===== config.mk =====
export PLATFORM = sky130hd
export DESIGN_NAME = state_setting_flat
export DESIGN_NICKNAME = d
export VERILOG_FILES = /design/src/rtl/state_setting_pkg.sv /design/src/rtl/state_setting_if.sv /design/src/rtl/state_setting_button_edge.sv /design/src/rtl/state_setting.sv /design/src/flat_wrapper.sv
export SDC_FILE = /design/constraint.sdc
export NUM_CORES = 1
export LEC_CHECK = 0
export CORE_AREA = 2 2 116 95
export CTS_BUF_LIST = sky130_fd_sc_hd__clkbuf_8
export CTS_CLUSTER_SIZE = 14
export DETAILED_ROUTE_END_ITERATION = 10
export DIE_AREA = 0 0 118 97
export PLACE_DENSITY = 0.64
export SYNTH_ARGS = -nofsm -noshare
export SYNTH_HDL_FRONTEND = slang
export SYNTH_HIERARCHICAL = 1
export SYNTH_SLANG_ARGS = --single-unit

===== constraint.sdc =====
create_clock -name clk -period 5.45 [get_ports clk]
set_input_delay 0.8175 -clock clk [delete_from_list [all_inputs] [get_ports clk]]
set_output_delay 0.8175 -clock clk [all_outputs]
set_load 0.01 [all_outputs]

===== src/rtl/state_setting_pkg.sv =====
// Shared constants for the countdown setting editor: state codes, digit indices, per-digit limits.
package state_setting_pkg;
    localparam int BCD_W = 4;

    localparam logic [2:0] ST_COUNTING = 3'd0;
    localparam logic [2:0] ST_SETTING  = 3'd1;

    localparam logic [1:0] DIG_SEC0 = 2'd0;
    localparam logic [1:0] DIG_SEC1 = 2'd1;
    localparam logic [1:0] DIG_MIN0 = 2'd2;
    localparam logic [1:0] DIG_MIN1 = 2'd3;

    localparam logic [BCD_W-1:0] SEC0_MAX = 4'd9;
    localparam logic [BCD_W-1:0] SEC1_MAX = 4'd5;
    localparam logic [BCD_W-1:0] MIN0_MAX = 4'd9;

    typedef enum logic [1:0] {
        BTN_NEXT    = 2'd0,
        BTN_INC     = 2'd1,
        BTN_DEC     = 2'd2,
        BTN_CONFIRM = 2'd3
    } btn_e;

    function automatic logic [BCD_W-1:0] digit_max(input logic [1:0] idx,
                                                   input logic [BCD_W-1:0] max_min1);
        case (idx)
            DIG_SEC0: digit_max = SEC0_MAX;
            DIG_SEC1: digit_max = SEC1_MAX;
            DIG_MIN0: digit_max = MIN0_MAX;
            default:  digit_max = max_min1;
        endcase
    endfunction
endpackage


===== src/rtl/state_setting_if.sv =====
// Button, state-code and result signals between the sequencer/display and the setting editor.
interface state_setting_if;
    logic        btn_next;
    logic        btn_inc;
    logic        btn_dec;
    logic        btn_confirm;
    logic [2:0]  currentState;
    logic [15:0] valueOut;
    logic [15:0] digitsOut;
    logic [3:0]  blinkMask;
    logic        finished;

    modport master (
        output btn_next, btn_inc, btn_dec, btn_confirm, currentState,
        input  valueOut, digitsOut, blinkMask, finished
    );

    modport slave (
        input  btn_next, btn_inc, btn_dec, btn_confirm, currentState,
        output valueOut, digitsOut, blinkMask, finished
    );
endinterface


===== src/rtl/state_setting_button_edge.sv =====
// Raw button conditioning: 2-FF synchroniser, then a registered one-cycle pulse on the rising edge.
module button_edge (
    input  logic clk,
    input  logic reset,
    input  logic btn,
    output logic pulse
);
    logic sync1_q, sync1_d;
    logic sync2_q, sync2_d;
    logic prev_q,  prev_d;
    logic pulse_q, pulse_d;

    always_comb begin
        sync1_d = btn;
        sync2_d = sync1_q;
        prev_d  = sync2_q;
        pulse_d = sync2_q & ~prev_q;
    end

    always_ff @(posedge clk or negedge reset) begin
        if (!reset) begin
            sync1_q <= 1'b0;
            sync2_q <= 1'b0;
            prev_q  <= 1'b0;
            pulse_q <= 1'b0;
        end else begin
            sync1_q <= sync1_d;
            sync2_q <= sync2_d;
            prev_q  <= prev_d;
            pulse_q <= pulse_d;
        end
    end

    assign pulse = pulse_q;
endmodule


===== src/rtl/state_setting.sv =====
// MM:SS countdown setting editor: per-digit BCD edit with cursor, blink highlight and confirm.
module state_setting
    import state_setting_pkg::*;
#(
    parameter logic [2:0]  stateID       = ST_SETTING,
    parameter logic [15:0] DEFAULT_VALUE = 16'h0100,
    parameter int          MAX_MIN1      = 5,
    parameter int          BLINK_DIV     = 12_500_000
) (
    input  logic           clk,
    input  logic           reset,
    state_setting_if.slave bus
);
    localparam int           CNT_W    = $clog2(BLINK_DIV);
    localparam logic [CNT_W-1:0] CNT_LAST = CNT_W'(BLINK_DIV - 1);

    logic [3:0] btn_raw;
    logic [3:0] press;

    assign btn_raw = {bus.btn_confirm, bus.btn_dec, bus.btn_inc, bus.btn_next};

    button_edge u_btn [3:0] (
        .clk   (clk),
        .reset (reset),
        .btn   (btn_raw),
        .pulse (press)
    );

    logic [15:0]      value_q,    value_d;
    logic [1:0]       cursor_q,   cursor_d;
    logic             finished_q, finished_d;
    logic [CNT_W-1:0] cnt_q,      cnt_d;
    logic             phase_q,    phase_d;
    logic [3:0]       mask_q,     mask_d;
    logic [2:0]       prev_state_q, prev_state_d;

    logic             active, entry, restart;
    logic [BCD_W-1:0] cur_digit, lim;

    always_comb begin
        value_d      = value_q;
        cursor_d     = cursor_q;
        finished_d   = finished_q;
        cnt_d        = cnt_q;
        phase_d      = phase_q;
        prev_state_d = bus.currentState;
        restart      = 1'b0;

        active    = (bus.currentState == stateID);
        entry     = active && (prev_state_q != stateID);
        cur_digit = value_q[{cursor_q, 2'b00} +: BCD_W];
        lim       = digit_max(cursor_q, BCD_W'(MAX_MIN1));

        if (cnt_q == CNT_LAST) begin
            cnt_d   = '0;
            phase_d = ~phase_q;
        end else begin
            cnt_d = cnt_q + 1'b1;
        end

        if (!active) begin
            // Blink is frozen while away; entry restarts it anyway.
            finished_d = 1'b0;
            cnt_d      = cnt_q;
            phase_d    = phase_q;
        end else if (entry) begin
            cursor_d   = DIG_MIN1;
            finished_d = 1'b0;
            cnt_d      = '0;
            phase_d    = 1'b1;
        end else if (!finished_q) begin
            if (press[BTN_CONFIRM]) begin
                finished_d = (value_q != 16'h0000);
            end else if (press[BTN_NEXT]) begin
                cursor_d = cursor_q - 2'd1;
                restart  = 1'b1;
            end else if (press[BTN_INC]) begin
                value_d[{cursor_q, 2'b00} +: BCD_W] = (cur_digit >= lim) ? '0 : cur_digit + 4'd1;
                restart = 1'b1;
            end else if (press[BTN_DEC]) begin
                value_d[{cursor_q, 2'b00} +: BCD_W] = (cur_digit == '0) ? lim : cur_digit - 4'd1;
                restart = 1'b1;
            end
            if (restart) begin
                cnt_d   = '0;
                phase_d = 1'b1;
            end
        end

        // Mask built from next-state values so a cursor move shows on the same edge.
        mask_d = (active && !finished_d && phase_d) ? (4'b0001 << cursor_d) : 4'b0000;
    end

    always_ff @(posedge clk or negedge reset) begin
        if (!reset) begin
            value_q      <= DEFAULT_VALUE;
            cursor_q     <= DIG_MIN1;
            finished_q   <= 1'b0;
            cnt_q        <= '0;
            phase_q      <= 1'b1;
            mask_q       <= 4'b0000;
            prev_state_q <= 3'd0;
        end else begin
            value_q      <= value_d;
            cursor_q     <= cursor_d;
            finished_q   <= finished_d;
            cnt_q        <= cnt_d;
            phase_q      <= phase_d;
            mask_q       <= mask_d;
            prev_state_q <= prev_state_d;
        end
    end

    assign bus.valueOut  = value_q;
    assign bus.digitsOut = value_q;
    assign bus.blinkMask = mask_q;
    assign bus.finished  = finished_q;
endmodule


===== src/flat_wrapper.sv =====
// flat-port wrapper written by rule: the top's interface ports become plain ports
module state_setting_flat import state_setting_pkg::*;
#(
    parameter logic [2:0]  stateID       = ST_SETTING,
    parameter logic [15:0] DEFAULT_VALUE = 16'h0100,
    parameter int          MAX_MIN1      = 5,
    parameter int          BLINK_DIV     = 12_500_000
)
  (clk, reset, bus_btn_next, bus_btn_inc, bus_btn_dec, bus_btn_confirm, bus_currentState, bus_valueOut, bus_digitsOut, bus_blinkMask, bus_finished);
  state_setting_if bus_i ();
  input  logic clk;
  input  logic reset;
  input wire logic [$bits(bus_i.btn_next)-1:0] bus_btn_next;
  input wire logic [$bits(bus_i.btn_inc)-1:0] bus_btn_inc;
  input wire logic [$bits(bus_i.btn_dec)-1:0] bus_btn_dec;
  input wire logic [$bits(bus_i.btn_confirm)-1:0] bus_btn_confirm;
  input wire logic [$bits(bus_i.currentState)-1:0] bus_currentState;
  output wire logic [$bits(bus_i.valueOut)-1:0] bus_valueOut;
  output wire logic [$bits(bus_i.digitsOut)-1:0] bus_digitsOut;
  output wire logic [$bits(bus_i.blinkMask)-1:0] bus_blinkMask;
  output wire logic [$bits(bus_i.finished)-1:0] bus_finished;
  assign bus_i.btn_next = bus_btn_next;
  assign bus_i.btn_inc = bus_btn_inc;
  assign bus_i.btn_dec = bus_btn_dec;
  assign bus_i.btn_confirm = bus_btn_confirm;
  assign bus_i.currentState = bus_currentState;
  assign bus_valueOut = bus_i.valueOut;
  assign bus_digitsOut = bus_i.digitsOut;
  assign bus_blinkMask = bus_i.blinkMask;
  assign bus_finished = bus_i.finished;
  state_setting #(.stateID(stateID), .DEFAULT_VALUE(DEFAULT_VALUE), .MAX_MIN1(MAX_MIN1), .BLINK_DIV(BLINK_DIV)) u_core (.clk(clk), .reset(reset), .bus(bus_i));
endmodule

==> reports/metrics.yaml, run 1 <==
sta:
  fin_crit_sh: 0.594
  drv_slew: 0
  slew_headroom: 0.286
  finalSetupViolations: 0
  hold_viol: 0
  post-route-min-period_ns: 3.23
  fmaxAchievable_mhz: 309
  tightestPinTransition_ns: 1.07
  fin_setup_tns_ns: 0
  rsz0062_at_grt: "no"
  worst_slack_ns: 2.22
  fin_skew_ns: 0.00819
critical_path:
  r2r-end: "u_core/bus.digitsOut[7]"
  reg2reg_slack_ns: 2.22
  cp_data_required_time_ns: 5.71
  critPathMaxFanout: 13
  cp.arrival_ns: 3.50
  critPathLaunchType: "flip-flop"
  critPathCaptureType: "flip-flop"
  critPathKind: "flip-flop to flip-flop"
  reg2reg_depth: 9
  r2r_start: "u_core/cursor_q[0]"
synthesis:
  synth-compound-area-share: 0.125
  ys_seq_area_frac: 0.477
  synth_edf_count: 0
  async_reset_ff_frac: 1.00
  syn_inst: 357
  syn_avg_cell_area_um2: 9.87
  synth.area.mux_share: 0.0291
  syn_nets: 377
  ys.flop_type: "dfrtp_1"
  synth_fa_ha_area_frac: 0.0391
  synth_top_family_by_area: "simple AND/OR/NAND/NOR gates"
  synth_seq_cells: 67
  yosys.area_share.simple: 0.238
  synthesis.area_um2: 3520
  synth_cell_types: 52
  synthXorXnorAreaFrac: 0.0348
  yosys_warnings: 6
cells_and_area:
  register_area_um2: 1680
  nNetsFinal: 412
  final_cell_area_um2: 4250
  multi_input_area_um2: 1640
  antenna_cells: 0
  fillCellCount: 936
  drive_above_1_share: 0.106
  syn2layout_area_growth_pct: 20.6
  final_cells: 537
die:
  die_h_um: 97
  coreArea_um2: 10200
  fp-row-count: 33
  io_pins: 46
  die_area_um2: 11400
  start_util: 0.345
  die_w_um: 118
power_and_ir_drop:
  clkPwrFrac: 0.449
  p_total_w: 0.00113
  p_sw_w: 0.000270
  seqPwrFrac: 0.461
  switching_share: 0.239
  p_int_w: 0.000861
  p_comb_frac: 0.090
  p_leak_nw: 1.77
  vdd_drop_max_v: 0.000115
  powerDensity_nw_per_um2: 266
global_routing:
  grt_max_degree: 68
  grt_pass1_vias: 2591
  grt_pass1_wl_um: 13300
  grt_remaining_overflow: 0
  antenna_found_initial: 0
  grt_util_all_layers: 0.144
placement:
  place_congestion: 0.855
  place_inst: 521
  hpwl_um: 5710
  io_buffers: 45
  placed_cell_area_um2: 4000
  dpl_worst_slack_ns: 2.25
clock_network:
  cts_max_path_buffers: 2
  cts_hold_buf: 0
  post_cts_buffers: 0
  cts_root_buffer: "clkbuf_8"
  cts.sinks: 67
  insertion_delay_ns: 0.35
  cts_tree: "yes"
  ctsResizeCount: 0
  cts_made_buffers: 9
  ctsHtreeMaxLevel: 3
  clk_pin_slew_ns: 0.07
drt:
  drt-total-wl_um: 7930
  drtIter0Drc: 175
  viasPerCell: 5.16
  wl_per_cell_um: 14.8
  ant_nets: 0
  drt-pass1-iter-count: 5
  drcViolationCount: 0
  vias: 2772
hold_path:
  worstHoldEndpoint: "u_core/u_btn[1]/prev_d"
  whs_path_depth: 0
  worstHoldPathType: "flip-flop to flip-flop"
  hp-start: "u_core/u_btn[1]/sync1_q"
flow_run:
  maxCapViolCount: 0
run_status:
  run_status: "complete, no violations"
-- flip-flops by register name (all words and copies together), names as in the netlist --
signal	flops
u_core/cursor_q	2
u_core/u_btn/prev_d	4
u_core/u_btn/prev_q	4
u_core/bus.blinkMask	4
u_core/bus.finished	1
u_core/prev_state_q	3
u_core/bus.digitsOut	16
u_core/u_btn/sync1_q	4
u_core/cnt_q	24
u_core/u_btn/pulse	4
u_core/phase_q	1
-- worst max path at each step --
stage                              startpoint                        to  slack, ns  depth (start not counted)
final                      u_core/cursor_q[0]   u_core/bus.digitsOut[7]       2.22                          9
after global routing       u_core/cursor_q[0]  u_core/bus.digitsOut[15]       2.08                          9
after CTS                  u_core/cursor_q[0]   u_core/bus.digitsOut[7]       2.24                          9
after detailed placement  bus_currentState[0]  u_core/bus.digitsOut[12]       2.25                          8
after global placement     u_core/cursor_q[0]   u_core/bus.digitsOut[7]       2.33                          9
after floorplan            u_core/cursor_q[0]   u_core/bus.digitsOut[7]       2.44                         10
-- critical path, cell delays in order, from the launching register on --
cell     delay (ns)
dfstp_2        0.74
mux4_2         0.64
inv_1          0.13
ha_1           0.19
or2b_1         0.26
a21o_2         0.22
a211o_1        0.25
a31o_2         0.25
a41o_2         0.25
o31ai_2        0.22
-- cells by family (layout without fill, tap and decap cells) --
| logic type | count (synthesis) | count (layout) |
|---|---|---|
| flip-flops | 67 | 67 |
| adder cells (fa/ha/maj) | 11 | 11 |
| multiplexers | 5 | 5 |
| buffers and inverters | 34 | 74 |
| AO/OA/AOI/OAI | 68 | 68 |
| XOR/XNOR | 14 | 14 |
| AND/OR/NAND/NOR | 158 | 158 |
-- placed cells by master, fill, tap and decap left out, types with 2 or more instances in the layout --
cell	instances
dfrtp_1	63
clkdlybuf4s50_1	44
nor2_1	39
nand2_1	37
o21ai_0	22
nand3_1	18
a21oi_1	16
inv_1	11
ha_1	11
nand4_1	10
clkbuf_8	9
xor2_1	9
nor4_1	8
and3_1	7
or3_1	7
xnor2_1	5
a22o_1	5
a31oi_1	5
o31ai_1	4
nor3_1	4
dfstp_2	4
nor2b_4	4
bufinv_16	3
mux4_2	3
nor3b_1	3
and4_1	3
o21a_1	3
and2_1	3
a21o_1	3
inv_6	2
or3b_2	2
nor4b_1	2
nand2b_1	2
or2_2	2
buf_4	2
-- metrics by stage --
step | hold slack, ns | util
3_3_place_gp | 0.334 | 0.392
3_5_place_dp | 0.337 | 0.392
2_1_floorplan | 0.331 | -
4_1_cts | 0.356 | 0.417
5_1_grt | 0.363 | 0.417
6_report | 0.352 | 0.417
-- final cells by class --
cell class,count,area share
multi-input combinational,256,0.386
tap,140,0.0412
inverter,11,0.00972
clock inverter,7,0.0292
clock buffer,9,0.0292
sequential,67,0.396
timing repair buffer,47,0.108
-- cell usage after synthesis, types with 7 or more instances --
master / n / share of area
a21oi_1: 16 / 0.023
and3_1: 7 / 0.012
buf_4: 17 / 0.036
dfrtp_1: 63 / 0.45
ha_1: 11 / 0.039
inv_1: 11 / 0.012
nand2_1: 37 / 0.039
nand3_1: 18 / 0.026
nand4_1: 10 / 0.018
nor2_1: 39 / 0.042
nor4_1: 8 / 0.014
o21ai_0: 22 / 0.031
or3_1: 7 / 0.012
xor2_1: 9 / 0.022
-- metal layers --
metal	GRT usage	part of all wire	vias to the layer above	routed length (um)
met3	0.0478	0.069	10	551
met5	0	0	-	0
li1	-	-	1341	-
met2	0.198	0.43	79	3430
met4	0.0575	0.011	0	85
met1	0.208	0.49	1342	3870
-- power groups by stage --
stage	sequential, W	clock, W	combinational, W
global route	0.000523	0.000547	0.000114
global placement	0.000531	0	0.000101
CTS	0.000521	0.000519	0.000103
finish	0.000521	0.000508	0.000102
detailed placement	0.000531	0	0.000102
floorplan	0.000528	0	0.0000652
Power figures use the tool's default switching activity.
==> run 2: changes to the inputs <==
Settings changed: PLACE_DENSITY 0.64 to 0.66.
Clock period 5.45 ns to 2.8 ns, I/O delays scaled along.
==> run 2 against run 1 <==
Compared with the run above: wire length grew 3.2%; register-to-register slack worse by 2.2 ns; setup slack worse by 2.2 ns; critical path type unchanged; sequential cell count unchanged; hold slack got worse by 0.19 ns; sequential power is 94% higher; total power is 90% higher; critical path depth stayed put; highest routed layer unchanged; sequential share of layout area down 1.9 points; critical endpoint unchanged; first-iteration DRC count up 40%; fmax grew 16%; largest cell class is now multi-input combinational cells; combinational power is 140% higher.
==> reports/metrics.yaml, run 2 (same netlist as run 1, synthesis figures left out) <==
run_status:
  run_status: "complete, no violations"
global_routing:
  grt_remaining_overflow: 0  # unchanged
  grt_max_degree: 35  # -49%
  grt_pass1_wl_um: 13800  # +4.0%
  antenna_found_initial: 0  # unchanged
  grt_pass1_vias: 2696  # +4.1%
  grt_util_all_layers: 0.149  # +0.00473
sta:
  slew_headroom: 0.473  # +0.187
  tightestPinTransition_ns: 0.791  # -0.281 ns
  drv_slew: 0  # unchanged
  fin_setup_tns_ns: 0  # unchanged
  worst_slack_ns: 0.00959  # -2.21 ns
  fmaxAchievable_mhz: 358  # +16%
  hold_ws_ns: 0.157  # -0.195 ns
  fin_skew_ns: 0.00931  # +0.00112 ns
  post-route-min-period_ns: 2.79  # -0.444 ns
  fin_crit_sh: 0.997  # +0.403
  rsz0062_at_grt: "yes"
  finalSetupViolations: 0  # unchanged
  hold_viol: 0  # unchanged
die:
  die_w_um: 118  # unchanged
  die_area_um2: 11400  # unchanged
  io_pins: 46  # unchanged
  coreArea_um2: 10200  # unchanged
  start_util: 0.345  # unchanged
  die_h_um: 97  # unchanged
  fp-row-count: 33  # unchanged
hold_path:
  worstHoldPathType: "input pin to asynchronous set/reset pin"
critical_path:
  cp.arrival_ns: 3.05  # -0.45 ns
  critPathMaxFanout: 3  # -10
  reg2reg_depth: 9  # unchanged
  critPathCaptureType: "flip-flop"
  cp_data_required_time_ns: 3.06  # -2.65 ns
  critPathKind: "flip-flop to flip-flop"
  critPathLaunchType: "flip-flop"
drt:
  drt-pass1-iter-count: 5  # unchanged
  vias: 2864  # +3.3%
  viasPerCell: 5.11  # -1.1%
  drt-total-wl_um: 8180  # +3.2%
  drcViolationCount: 0  # unchanged
  drtIter0Drc: 245  # +40%
  ant_nets: 0  # unchanged
  wl_per_cell_um: 14.6  # -1.3%
power_and_ir_drop:
  p_total_w: 0.00215  # +90%
  powerDensity_nw_per_um2: 483  # +81%
  p_leak_nw: 1.88  # +6.3%
  vdd_drop_max_v: 0.000257  # +120%
cells_and_area:
  final_cell_area_um2: 4460  # +5.1%
  final_cell_mix: "63 x dfrtp_1, 44 x clkdlybuf4s50_1, 38 x nor2_1"
  drive_above_1_share: 0.171  # +0.0652
  final_common_cell: "dfrtp_1"
  regMostFlops: "u_core/cnt_q"
  syn2layout_area_growth_pct: 26.7
  nNetsFinal: 436  # +5.8%
  antenna_cells: 0  # unchanged
  largest_reg_flops: 24  # unchanged
clock_network:
  ctsHtreeMaxLevel: 3  # unchanged
  cts_max_path_buffers: 2  # unchanged
  cts_tree: "yes"
  cts_made_buffers: 9  # unchanged
  cts_hold_buf: 0  # unchanged
  insertion_delay_ns: 0.34  # about the same
  clk_pin_slew_ns: 0.08  # about the same
  cts.sinks: 67  # unchanged
  cts_root_buffer: "clkbuf_8"
placement:
  placed_cell_area_um2: 4180  # +4.6%
  hpwl_um: 6020  # +5.4%
  place_congestion: 0.892  # +4.4%
  dpl_worst_slack_ns: -0.000890  # -2.25 ns
  io_buffers: 45  # unchanged
flow_run:
  maxCapViolCount: 0  # unchanged
==> run 2: timing repair <==
| item | CTS | global route |
|---|---|---|
| buffers inserted | 1 | 2 |
| resized for setup | 0 | 7 |
| endpoints found under the hold margin | 0 | 0 |
| setup endpoints to repair | 1 | 13 |
==> run 2: path summary, 6_finish.rpt <==
path	from	end	slack, ns
max	u_core/cursor_q[0]	u_core/bus.digitsOut[7]	0.01
min	reset	u_core/bus.finished	0.16
max reg2reg	u_core/cursor_q[0]	u_core/bus.digitsOut[7]	0.01
min reg2reg	u_core/u_btn[0]/sync1_q	u_core/u_btn[0]/prev_d	0.35
max in group asynchronous	reset	u_core/cursor_q[0]	1.93
min in group clk	u_core/u_btn[0]/sync1_q	u_core/u_btn[0]/prev_d	0.35
==> run 2: area by class of cell <==
cell class                 count  area (um^2)
tap                          140          175
multi-input combinational    256         1680
clock buffer                   9          124
fill                         973         5730
timing repair buffer          71          657
inverter                      11         43.8
sequential                    67         1680
clock inverter                 7          100
==> run 2: power breakdown <==
group	internal, W	switching, W	leakage (nW)	total (W)
logic	0.000119	0.000127	0.903	0.000246
registers	0.000991	0.0000225	0.877	0.00101
clock network	0.000507	0.000389	0.102	0.000896
==> run 2: critical path, stage by stage (launching register included) <==
cell	delay, ns
dfstp_2	0.57
mux4_2	0.55
inv_2	0.11
ha_4	0.14
or2b_1	0.24
a21o_2	0.20
a211o_1	0.26
a31o_4	0.23
a41o_4	0.25
o31ai_2	0.17
==> run 2: routing by layer <==
layer,vias to the layer above,track usage,routed length [um]
met1,1382,0.215,3950
met3,7,0.0366,458
met4,0,0.0473,94
met5,-,0,0
li1,1389,-,-
met2,86,0.220,3680
==> run 2: through the flow <==
step | util | std cells
after floorplan | - | 357
after global placement | 0.410 | 542
after detailed placement | 0.410 | 542
after CTS | 0.433 | 559
after global routing | 0.438 | 561
final | 0.438 | 561
==> run 3: changes to the inputs <==
Settings changed: ABC_AREA set to 1, CORE_AREA 2 2 116 95 to 2 2 124 102, DIE_AREA 0 0 118 97 to 0 0 126 104, PLACE_DENSITY 0.66 to 0.63.
Clock period 2.8 ns to 3.5 ns, I/O delays scaled along.
==> run 3 against run 2 <==
Compared with the run above: global-route usage increased by 1.2 points; critical endpoint is now u_core/bus.digitsOut[6]; design area is 7.4% higher; synthesized cell count increased by 46%; synthesized area is 16% higher; largest cell class unchanged; largest power group unchanged; die area grew 14%; total power rose by 0.35%.
==> reports/metrics.yaml, run 3 <==
sta:
  drv_slew: 0  # unchanged
  hold_viol: 0  # unchanged
  fin_setup_tns_ns: 0  # unchanged
  fin_crit_sh: 0.801  # -0.196
  rsz0062_at_grt: "no"
  fin_skew_ns: 0.00880  # -0.000508 ns
  finalSetupViolations: 0  # unchanged
  fmaxAchievable_mhz: 357  # -0.41%
  tightestPinTransition_ns: 1.09  # +0.300 ns
  post-route-min-period_ns: 2.80  # +0.0114 ns
  hold_ws_ns: 0.352  # +0.195 ns
  slew_headroom: 0.273  # -0.200
power_and_ir_drop:
  powerDensity_nw_per_um2: 451  # -6.5%
  switching_share: 0.299  # +0.0490
  seqPwrFrac: 0.407  # -0.063
  p_leak_nw: 2.17  # +15%
  p_total_w: 0.00216  # +0.35%
  vdd_drop_max_v: 0.000190  # -26%
  p_sw_w: 0.000646  # +20%
  p_int_w: 0.00152  # -6.2%
  p_comb_frac: 0.201  # +0.087
  clkPwrFrac: 0.392  # -0.024
drt:
  wl_per_cell_um: 14.5  # -0.56%
  drtIter0Drc: 271  # +11%
  ant_nets: 0  # unchanged
  vias: 3623  # +27%
  drcViolationCount: 0  # unchanged
  drt-pass1-iter-count: 5  # unchanged
  viasPerCell: 5.10  # -0.19%
  drt-total-wl_um: 10300  # +26%
clock_network:
  ctsHtreeMaxLevel: 3  # unchanged
  post_cts_buffers: 0  # -1
  clk_pin_slew_ns: 0.07  # about the same
  cts_max_path_buffers: 2  # unchanged
  cts_hold_buf: 0  # unchanged
  cts.sinks: 67  # unchanged
  cts_tree: "yes"
  cts_made_buffers: 9  # unchanged
  cts_root_buffer: "clkbuf_8"
  insertion_delay_ns: 0.35  # about the same
  ctsResizeCount: 0  # unchanged
global_routing:
  grt_util_all_layers: 0.161  # +0.0121
  grt_pass1_vias: 3345  # +24%
  grt_remaining_overflow: 0  # unchanged
  antenna_found_initial: 0  # unchanged
  grt_pass1_wl_um: 17000  # +23%
  grt_max_degree: 51  # +46%
critical_path:
  reg2reg_slack_ns: 0.70  # +0.69 ns
  cp_slowest_cell: "dfstp_2"
  path_cells: "buf_4 -> nand2_1 -> nand3_1 -> nand2_1 -> ha_1 -> inv_1 -> nand2_1 -> nand2_1 -> nand2_1 -> nand2_1 -> nand2_1 -> nand2_1 -> nand2_1 -> o21ai_1 -> nand2_1 -> nor2_1 -> nand2_1 -> nand2_1"
  r2r-end: "u_core/bus.digitsOut[6]"
  critPathKind: "flip-flop to flip-flop"
  r2r_start: "u_core/cursor_q[0]"
  reg2reg_depth: 18  # +9
  cp.arrival_ns: 3.09  # +0.04 ns
  cp_data_required_time_ns: 3.79  # +0.73 ns
  worst_path_most_repeated_cell: "nand2_1"
  critPathCaptureType: "flip-flop"
  critPathMaxFanout: 12  # +9
  slowest_delay_ns: 0.72  # +0.15 ns
  critPathLaunchType: "flip-flop"
cells_and_area:
  largest_reg_flops: 24  # unchanged
  post-route-util: 0.403  # -0.0346
  final_common_cell: "nand2_1"
  antenna_cells: 0  # unchanged
  final_cells: 711  # +27%
  regMostFlops: "u_core/cnt_q"
  final_cell_mix: "122 x nand2_1, 63 x dfrtp_1, 57 x inv_1"
  syn2layout_area_growth_pct: 17.4
  drive_above_1_share: 0.127  # -0.0440
  nNetsFinal: 574  # +32%
synthesis:
  yosys_warnings: 6  # unchanged
  synthesis.area_um2: 4080  # +16%
  syn_inst: 521  # +46%
  yosys-top-cells-area: "dfrtp_1 39%, nand2_1 11%, inv_1 5.1%, nor2_1 4.9%, nand3_1 4.3%"
  synthTopCellsByCount: "122 x nand2_1, 63 x dfrtp_1, 56 x inv_1, 53 x nor2_1, 35 x nand3_1"
  synth_cell_types: 45  # -13%
  synth_edf_count: 0  # unchanged
  syn_nets: 541  # +44%
  synth_top_area_frac: 0.386  # -0.0615
  synth_top_cell_by_area: "dfrtp_1"
  async_reset_ff_frac: 1.00  # unchanged
  ys_seq_area_frac: 0.412  # -0.0656
  synth.most_common_cell: "nand2_1"
  syn_avg_cell_area_um2: 7.84  # -21%
  ys.flop_type: "dfrtp_1"
  synth_seq_cells: 67  # unchanged
hold_path:
  worstHoldEndpoint: "u_core/u_btn[1]/prev_d"
  whs_path_depth: 0
  worstHoldPathType: "flip-flop to flip-flop"
  hp-start: "u_core/u_btn[1]/sync1_q"
die:
  fp-row-count: 36  # +9.1%
  start_util: 0.343  # -0.00203
  die_h_um: 104  # +7.2%
  coreArea_um2: 11900  # +17%
  die_w_um: 126  # +6.8%
  die_area_um2: 13100  # +14%
  io_pins: 46  # unchanged
placement:
  hpwl_um: 7720  # +28%
  io_buffers: 45  # unchanged
  place_congestion: 0.937  # +5.1%
  place_inst: 695  # +28%
run_status:
  run_status: "complete, no violations"
flow_run:
  maxCapViolCount: 0  # unchanged
[run 3: cell count changes after synthesis, sizes merged, moves of 7 or more]
cell | previous run | this run
buf | 18 | 25
inv | 11 | 65
nand2 | 37 | 134
nand3 | 18 | 40
nand4 | 10 | 21
nor2 | 39 | 63
nor3 | 5 | 16
or3 | 8 | 0
[run 3: worst max path at each step]
stage | start | to | slack, ns
after CTS | u_core/cursor_q[0] | u_core/bus.digitsOut[6] | 0.75
after floorplan | u_core/cursor_q[1] | u_core/bus.digitsOut[14] | 1.14
after global routing | u_core/cursor_q[0] | u_core/bus.digitsOut[12] | 0.40
after global placement | u_core/cursor_q[0] | u_core/bus.digitsOut[6] | 0.74
final | u_core/cursor_q[0] | u_core/bus.digitsOut[6] | 0.70
after detailed placement | u_core/cursor_q[0] | u_core/bus.digitsOut[6] | 0.76
[run 3: critical path, delay by kind of cell (launching register included)]
kind / cells / cell delay [ns]
DFF: 1 / 0.72
buffers and inverters: 2 / 0.31
adders and majority gates: 1 / 0.25
and+or+nand+nor: 14 / 1.24
AOI/OAI and AO/OA: 1 / 0.22
[run 3: cell type report]
| type | count | area [um^2] |
|---|---|---|
| fill | 1218 | 7100 |
| multi-input combinational | 362 | 1940 |
| sequential | 67 | 1680 |
| timing repair buffer | 48 | 468 |
| inverter | 66 | 253 |
| tap | 152 | 190 |
| clock inverter | 7 | 141 |
| clock buffer | 9 | 124 |
[run 3: cell families after synthesis]
| family | count (synthesis) | synth area share |
|---|---|---|
| and+or+nand+nor | 286 | 0.338 |
| DFF | 67 | 0.412 |
| buffers and inverters | 92 | 0.114 |
| adders and majority gates | 11 | 0.0337 |
| xor gates and xnor gates | 12 | 0.0257 |
| AOI/OAI and AO/OA | 53 | 0.0769 |
[run 3: power groups by stage]
stage	logic [W]	registers [W]	clock network [W]
floorplan	0.000317	0.000870	0
global placement	0.000426	0.000893	0
detailed placement	0.000427	0.000893	0
CTS	0.000429	0.000879	0.000877
global route	0.000489	0.000887	0.000907
finish	0.000434	0.000880	0.000848
[run 3: per-layer routing]
layer / up-vias / track usage / routed length (um)
li1: 1757 / - / -
met1: 1708 / 0.248 / 5150
met2: 141 / 0.221 / 4290
met3: 17 / 0.0391 / 718
met4: 0 / 0.0479 / 153
met5: - / 0 / 0
[run 3: stage by stage]
stage / area (um^2) / setup slack (ns)
2_1_floorplan: 4080 / 1.14
3_3_place_gp: 4530 / 0.740
3_5_place_dp: 4530 / 0.763
4_1_cts: 4790 / 0.746
5_1_grt: 4790 / 0.405
6_report: 4790 / 0.698
